==> config.mk <==
export PLATFORM = sky130hd
export DESIGN_NAME = stitch_pipeline_out_buffer_flat
export DESIGN_NICKNAME = d
export VERILOG_FILES = /design/src/rtl/stitch_pipeline_out_buffer_if.sv /design/src/rtl/stitch_pipeline_out_buffer.sv /design/src/flat_wrapper.sv
export SDC_FILE = /design/constraint.sdc
export NUM_CORES = 1
export LEC_CHECK = 0
export CELL_PAD_IN_SITES_DETAIL_PLACEMENT = 0
export CELL_PAD_IN_SITES_GLOBAL_PLACEMENT = 1
export CORE_MARGIN = 1.5
export CORE_UTILIZATION = 35
export DETAILED_ROUTE_END_ITERATION = 16
export PLACE_DENSITY = 0.65
export REMOVE_ABC_BUFFERS = 1
export SYNTH_ARGS = -nofsm -noshare
export SYNTH_HDL_FRONTEND = slang
export SYNTH_SLANG_ARGS = --single-unit
export TNS_END_PERCENT = 1
==> constraint.sdc <==
create_clock -name clk -period 6.28 [get_ports clk]
set_input_delay 0.628 -clock clk [delete_from_list [all_inputs] [get_ports clk]]
set_output_delay 0.628 -clock clk [all_outputs]
set_load 0.1 [all_outputs]
==> src/rtl/stitch_pipeline_out_buffer_if.sv <==
// -----------------------------------------------------------------------------
// stitch_pipeline_out_buffer_if
//
// Bundles the upstream admission handshake, the pipeline result bus and the
// downstream valid/ready result channel of stitch_pipeline_out_buffer.
//
// Signals:
//   s_valid   upstream presents a transaction to the pipeline inputs
//   s_ready   admission grant (transfer on s_valid && s_ready)
//   pipe_out  registered output of the stitched pipeline
//   m_valid   result available
//   m_ready   downstream accepts the result
//   m_data    result data
//
// Modports:
//   slave   the output buffer itself
//   master  the surrounding environment (upstream source, pipeline, sink)
// -----------------------------------------------------------------------------
interface stitch_pipeline_out_buffer_if #(
  parameter int unsigned DATA_WIDTH = 32
) ();

  logic                  s_valid;
  logic                  s_ready;
  logic [DATA_WIDTH-1:0] pipe_out;
  logic                  m_valid;
  logic                  m_ready;
  logic [DATA_WIDTH-1:0] m_data;

  modport slave (
    input  s_valid,
    input  pipe_out,
    input  m_ready,
    output s_ready,
    output m_valid,
    output m_data
  );

  modport master (
    output s_valid,
    output pipe_out,
    output m_ready,
    input  s_ready,
    input  m_valid,
    input  m_data
  );

endinterface

==> src/rtl/stitch_pipeline_out_buffer.sv <==
// -----------------------------------------------------------------------------
// stitch_pipeline_out_buffer
//
// Elastic output stage for a stall-free, fixed-latency stitched pipeline.
// Accepted transactions are tracked through the pipeline with a valid shift
// register; each arriving result is captured in a small FIFO and presented on
// a valid/ready channel. Admission is throttled on (FIFO count + in-flight) so
// an arriving result can never find the FIFO full.
//
// Ports:
//   clk    sole clock, posedge
//   rst_n  synchronous active-low reset
//   bus    stitch_pipeline_out_buffer_if.slave
//          (s_valid/s_ready, pipe_out, m_valid/m_ready/m_data)
//
// Parameters:
//   DATA_WIDTH  result width
//   LATENCY     accept-to-pipe_out latency in cycles (>= 1)
//   DEPTH       FIFO entries (>= 1, any value)
//
// Build option:
//   STITCH_OUT_BUF_BYPASS_EN  when defined, a result arriving at an empty FIFO
//                             is presented combinationally from pipe_out in its
//                             arrival cycle and only pushed if not taken.
// -----------------------------------------------------------------------------
module stitch_pipeline_out_buffer #(
  parameter int unsigned DATA_WIDTH = 32,
  parameter int unsigned LATENCY    = 2,
  parameter int unsigned DEPTH      = 4
) (
  input logic                         clk,
  input logic                         rst_n,
  stitch_pipeline_out_buffer_if.slave bus
);

  localparam int unsigned PtrW = (DEPTH > 1) ? $clog2(DEPTH) : 1;
  localparam int unsigned CntW = $clog2(DEPTH + 1);
  localparam int unsigned InfW = $clog2(LATENCY + 1);
  localparam int unsigned OccW = $clog2(DEPTH + LATENCY + 1);

  logic [LATENCY-1:0]    vld_q, vld_d;
  logic [InfW-1:0]       inflight_q, inflight_d;
  logic [CntW-1:0]       count_q, count_d;
  logic [PtrW-1:0]       wr_ptr_q, wr_ptr_d;
  logic [PtrW-1:0]       rd_ptr_q, rd_ptr_d;
  logic [DATA_WIDTH-1:0] mem_q [DEPTH];

  logic            accept, arrive, push, pop, empty, full;
  logic [OccW-1:0] occupancy;

  function automatic logic [PtrW-1:0] ptr_inc(input logic [PtrW-1:0] p);
    return (p == PtrW'(DEPTH - 1)) ? '0 : p + PtrW'(1);
  endfunction

  // Registered state only: no m_ready -> s_ready combinational path.
  assign occupancy   = OccW'(count_q) + OccW'(inflight_q);
  assign bus.s_ready = occupancy < OccW'(DEPTH);

  assign accept = bus.s_valid && bus.s_ready;
  assign arrive = vld_q[LATENCY-1];
  assign empty  = (count_q == '0);
  assign full   = (count_q == CntW'(DEPTH));
  assign pop    = bus.m_ready && !empty;

`ifdef STITCH_OUT_BUF_BYPASS_EN
  logic bypass;
  assign bypass      = arrive && empty;
  assign bus.m_valid = !empty || bypass;
  assign bus.m_data  = bypass ? bus.pipe_out : mem_q[rd_ptr_q];
  // A bypassed result taken in its arrival cycle never enters the FIFO.
  assign push        = arrive && !(bypass && bus.m_ready);
`else
  assign bus.m_valid = !empty;
  assign bus.m_data  = mem_q[rd_ptr_q];
  assign push        = arrive;
`endif

  always_comb begin
    vld_d    = '0;
    vld_d[0] = accept;
    for (int i = 1; i < LATENCY; i++) begin
      vld_d[i] = vld_q[i-1];
    end

    inflight_d = inflight_q;
    if (accept && !arrive) begin
      inflight_d = inflight_q + InfW'(1);
    end else if (!accept && arrive) begin
      inflight_d = inflight_q - InfW'(1);
    end

    count_d = count_q;
    if (push && !pop) begin
      count_d = count_q + CntW'(1);
    end else if (!push && pop) begin
      count_d = count_q - CntW'(1);
    end

    wr_ptr_d = push ? ptr_inc(wr_ptr_q) : wr_ptr_q;
    rd_ptr_d = pop  ? ptr_inc(rd_ptr_q) : rd_ptr_q;
  end

  always_ff @(posedge clk) begin
    if (!rst_n) begin
      vld_q      <= '0;
      inflight_q <= '0;
      count_q    <= '0;
      wr_ptr_q   <= '0;
      rd_ptr_q   <= '0;
      for (int i = 0; i < DEPTH; i++) begin
        mem_q[i] <= '0;
      end
    end else begin
      vld_q      <= vld_d;
      inflight_q <= inflight_d;
      count_q    <= count_d;
      wr_ptr_q   <= wr_ptr_d;
      rd_ptr_q   <= rd_ptr_d;
      if (push) begin
        mem_q[wr_ptr_q] <= bus.pipe_out;
      end
    end
  end

`ifndef SYNTHESIS
  // Admission control makes this unreachable; firing means a credit bug.
  always_ff @(posedge clk) begin
    if (rst_n && push && !pop && full) begin
      $error("stitch_pipeline_out_buffer: push into full FIFO");
    end
  end
`endif

endmodule

==> src/flat_wrapper.sv <==
// flat-port wrapper written by rule: the top's interface ports become plain ports
module stitch_pipeline_out_buffer_flat 
#(
  parameter int unsigned DATA_WIDTH = 32,
  parameter int unsigned LATENCY    = 2,
  parameter int unsigned DEPTH      = 4
)
  (clk, rst_n, bus_s_valid, bus_pipe_out, bus_m_ready, bus_s_ready, bus_m_valid, bus_m_data);
  stitch_pipeline_out_buffer_if #(.DATA_WIDTH(DATA_WIDTH)) bus_i ();
  input logic clk;
  input logic rst_n;
  input wire logic [$bits(bus_i.s_valid)-1:0] bus_s_valid;
  input wire logic [$bits(bus_i.pipe_out)-1:0] bus_pipe_out;
  input wire logic [$bits(bus_i.m_ready)-1:0] bus_m_ready;
  output wire logic [$bits(bus_i.s_ready)-1:0] bus_s_ready;
  output wire logic [$bits(bus_i.m_valid)-1:0] bus_m_valid;
  output wire logic [$bits(bus_i.m_data)-1:0] bus_m_data;
  assign bus_i.s_valid = bus_s_valid;
  assign bus_i.pipe_out = bus_pipe_out;
  assign bus_i.m_ready = bus_m_ready;
  assign bus_s_ready = bus_i.s_ready;
  assign bus_m_valid = bus_i.m_valid;
  assign bus_m_data = bus_i.m_data;
  stitch_pipeline_out_buffer #(.DATA_WIDTH(DATA_WIDTH), .LATENCY(LATENCY), .DEPTH(DEPTH)) u_core (.clk(clk), .rst_n(rst_n), .bus(bus_i));
endmodule
==> results.py <==
metrics = {
    "route": {
        "routed_wl_um": 13300,
        "drc": 0,
        "ant_nets": 0,
        "drtIter0Drc": 238,
        "vias_per_cell": 4.91,
        "dr.pass1.iters": 5,
        "detailroute.via_count": 3360,
        "wire_per_inst_um": 19.5,
    },
    "floorplan": {
        "start_util_pct": 35.6,
        "num_rows": 48,
        "die_x_um": 135,
        "dieArea_sq_um": 18300,
        "core_sq_um": 17200,
        "pin_count": 70,
        "fp.dieH_um": 135,
    },
    "timing": {
        "finalSetupViolCount": 0,
        "tightest_slew_ns": 1.06,
        "maxSlewViolCount": 0,
        "hold_viol": 0,
        "relSlewSlack_pct": 29.2,
        "rsz0062_at_grt": "false",
        "setup_slack_ns": 2.57,
        "fin_crit_ns": 3.71,
        "final.setup.tns_ns": 0,
        "fin_crit_sh_pct": 59.0,
        "fin_skew_ns": 0.00575,
        "clock.fmax_mhz": 270,
    },
    "final_layout": {
        "fill_cells": 1517,
        "drive_gt1_share_pct": 17.4,
        "final_common_cell": "edfxtp_1",
        "finalNetCount": 488,
        "final_cell_mix": "edfxtp_1 (128), and2_1 (99), clkdlybuf4s50_1 (68), mux4_2 (32), and3_1 (32)",
        "area_delta_synth_final_pct": 24.9,
    },
    "clock_network": {
        "cts_setup_buffers": 0,
        "clkSinkCount": 141,
        "cts_tree": "yes",
        "clk_latency_ns": 0.42,
        "root_buffer": "clkbuf_16",
        "cts_made_buffers": 17,
        "ctsResizeCount": 0,
        "hold_buffers": 0,
        "h-tree-depth": 4,
        "cts.clk_slew.worst_paths_ns": 0.06,
        "cts_buffer_depth": 2,
    },
    "global_route": {
        "grt_pass1_vias": 3644,
        "grtUsageTotal_pct": 15.8,
        "antenna_found_initial": 1,
        "grt_overflow_total": 0,
        "grt_pass1_wl_um": 20900,
        "grt_max_degree": 50,
    },
    "logic_synthesis": {
        "synthXorXnorAreaFrac_pct": 0.714,
        "synth-seq-cells": 141,
        "yosys.area_share.adder_pct": 1.35,
        "seq_area_frac_synth_pct": 66.9,
        "syn_avg_cell_area_sq_um": 16.3,
        "synth_mux_area_share_pct": 12.1,
        "synth_top_family_by_area": "simple AND/OR/NAND/NOR gates",
        "synthArstFlopShare_pct": 0,
        "synth_edf_count": 128,
        "ys_warn_count": 0,
        "syn_inst": 377,
        "ys.flop_type": "edfxtp_1",
        "synth_compound_area_share_pct": 0.999,
        "syn-cell-area_sq_um": 6140,
        "synthDistinctLibCells": 33,
        "synthSimpleGateAreaFrac_pct": 15.8,
    },
    "placed_design": {
        "dp_hpwl_um": 7240,
        "place.port_buffers": 69,
        "routabilityCongestion": 0.700,
        "preCtsSetupSlack_ns": 2.93,
    },
    "power": {
        "ir_drop_mv": 0.420,
        "pwr_density_cell_nw_per_um2": 421,
        "p_leak_uw": 0.00284,
    },
    "worst_setup_path": {
        "crit_chain": "buf_4, mux4_2, clkdlybuf4s50_1",
        "crit_path_start_kind": "register",
        "cpPeakStageDelay_ns": 0.99,
        "crit_fanout": 23,
        "arrival_ns": 3.08,
        "cp.required_ns": 5.65,
        "critPathSlowestCell": "clkdlybuf4s50_1",
        "path_class": "register to output pin",
        "worstSetupEndpointType": "output pin",
    },
    "job": {
        "maxCapViolCount": 0,
    },
    "hold_path": {
        "hold_class": "register to register",
    },
    "outcome": {
        "outcome": "complete, no violations",
    },
}
## state kept, by name, indices dropped and copies added, names as in the netlist, named ones only
name / cells
u_core.count_q: 3
u_core.inflight_q: 2
u_core.mem_q: 128
u_core.rd_ptr_q: 2
u_core.vld_q: 2
u_core.wr_ptr_q: 2
## metrics by stage
| stage | hold slack [ns] | util [%] | instances | power (uW) | cell area [sq um] |
|---|---|---|---|---|---|
| final | 0.442 | 44.5 | 685 | 3230 | 7660 |
| after global routing | 0.460 | 44.4 | 684 | 3340 | 7660 |
| after CTS | 0.444 | 44.4 | 684 | 3260 | 7660 |
| after detailed placement | 0.432 | 40.9 | 652 | 2230 | 7060 |
| after global placement | 0.424 | 40.9 | 652 | 2220 | 7060 |
| after floorplan | 0.412 | - | 352 | 1970 | 6010 |
## power breakdown
part           leakage (uW)  internal [uW]  switching (uW)
sequential          0.00143           1090            62.3
clock              0.000297            655             375
combinational       0.00111            310             734
total               0.00284           2060            1170
## layer usage
layer  routed length (um)  global-route usage, %  up-vias
li1                     -                      -     1557
met1                 6140                   20.1     1716
met2                 6350                   25.4       70
met3                  607                   5.05       17
met4                  228                   5.91        0
met5                    0                      0        -
## cell families (layout without fill, tap and decap cells)
group	after synthesis	in the layout
other	0	1
adder cells (fa/ha/maj)	6	6
AO/OA/AOI/OAI	9	9
AND/OR/NAND/NOR	154	154
multiplexers	34	34
flip-flops	141	141
XOR/XNOR	5	5
buffers and inverters	28	110
## worst paths after layout
path / depth (start not counted) / startpoint / endpoint / slack [ns]
setup / recovery: 3 / register / bus_m_data[10] / 2.57
hold / removal: 1 / u_core.vld_q[0]$_SDFF_PN0_ / u_core.vld_q[1]$_SDFF_PN0_ / 0.44
hold reg to reg: 1 / u_core.vld_q[0]$_SDFF_PN0_ / u_core.vld_q[1]$_SDFF_PN0_ / 0.44
setup reg to reg: 7 / u_core.count_q[1]$_SDFFE_PN0P_ / u_core.count_q[2]$_SDFFE_PN0P_ / 3.99
## cell usage after synthesis, types with 2 or more instances
library cell | n | area [sq um]
clkbuf_1 | 11 | 41.3
mux4_2 | 32 | 721
nor2b_1 | 4 | 25.0
or3_1 | 4 | 25.0
nand2_1 | 4 | 15.0
mux2i_1 | 2 | 20.0
nor3b_2 | 2 | 25.0
dfxtp_1 | 13 | 260
xor2_1 | 2 | 17.5
edfxtp_1 | 128 | 3840
buf_2 | 2 | 10.0
clkbuf_2 | 6 | 30.0
and2_1 | 99 | 619
nand3_1 | 2 | 10.0
o21ai_0 | 3 | 15.0
buf_1 | 2 | 7.51
and3_1 | 32 | 200
nand2b_1 | 3 | 18.8
buf_4 | 3 | 22.5
xnor2_1 | 3 | 26.3
ha_1 | 5 | 62.6
a21boi_0 | 2 | 15.0
inv_1 | 3 | 11.3
## worst max-delay path, delay by kind of cell, from the launching register on
| kind | cells | cell delay, ns |
|---|---|---|
| mux | 1 | 0.60 |
| buf+inv | 2 | 1.50 |
| flops | 1 | 0.55 |
## cell type report
cell class / count / area, sq um / share of cell area (%)
sequential: 141 / 4110 / 53.6
multi-input combinational: 208 / 1930 / 25.2
timing repair buffer: 75 / 731 / 9.53
clock buffer: 17 / 425 / 5.55
tap: 225 / 282 / 3.67
clock inverter: 15 / 178 / 2.32
inverter: 3 / 11.3 / 0.147
antenna: 1 / 2.50 / 0.0327
Note: power is estimated with default switching activity, not from simulation.
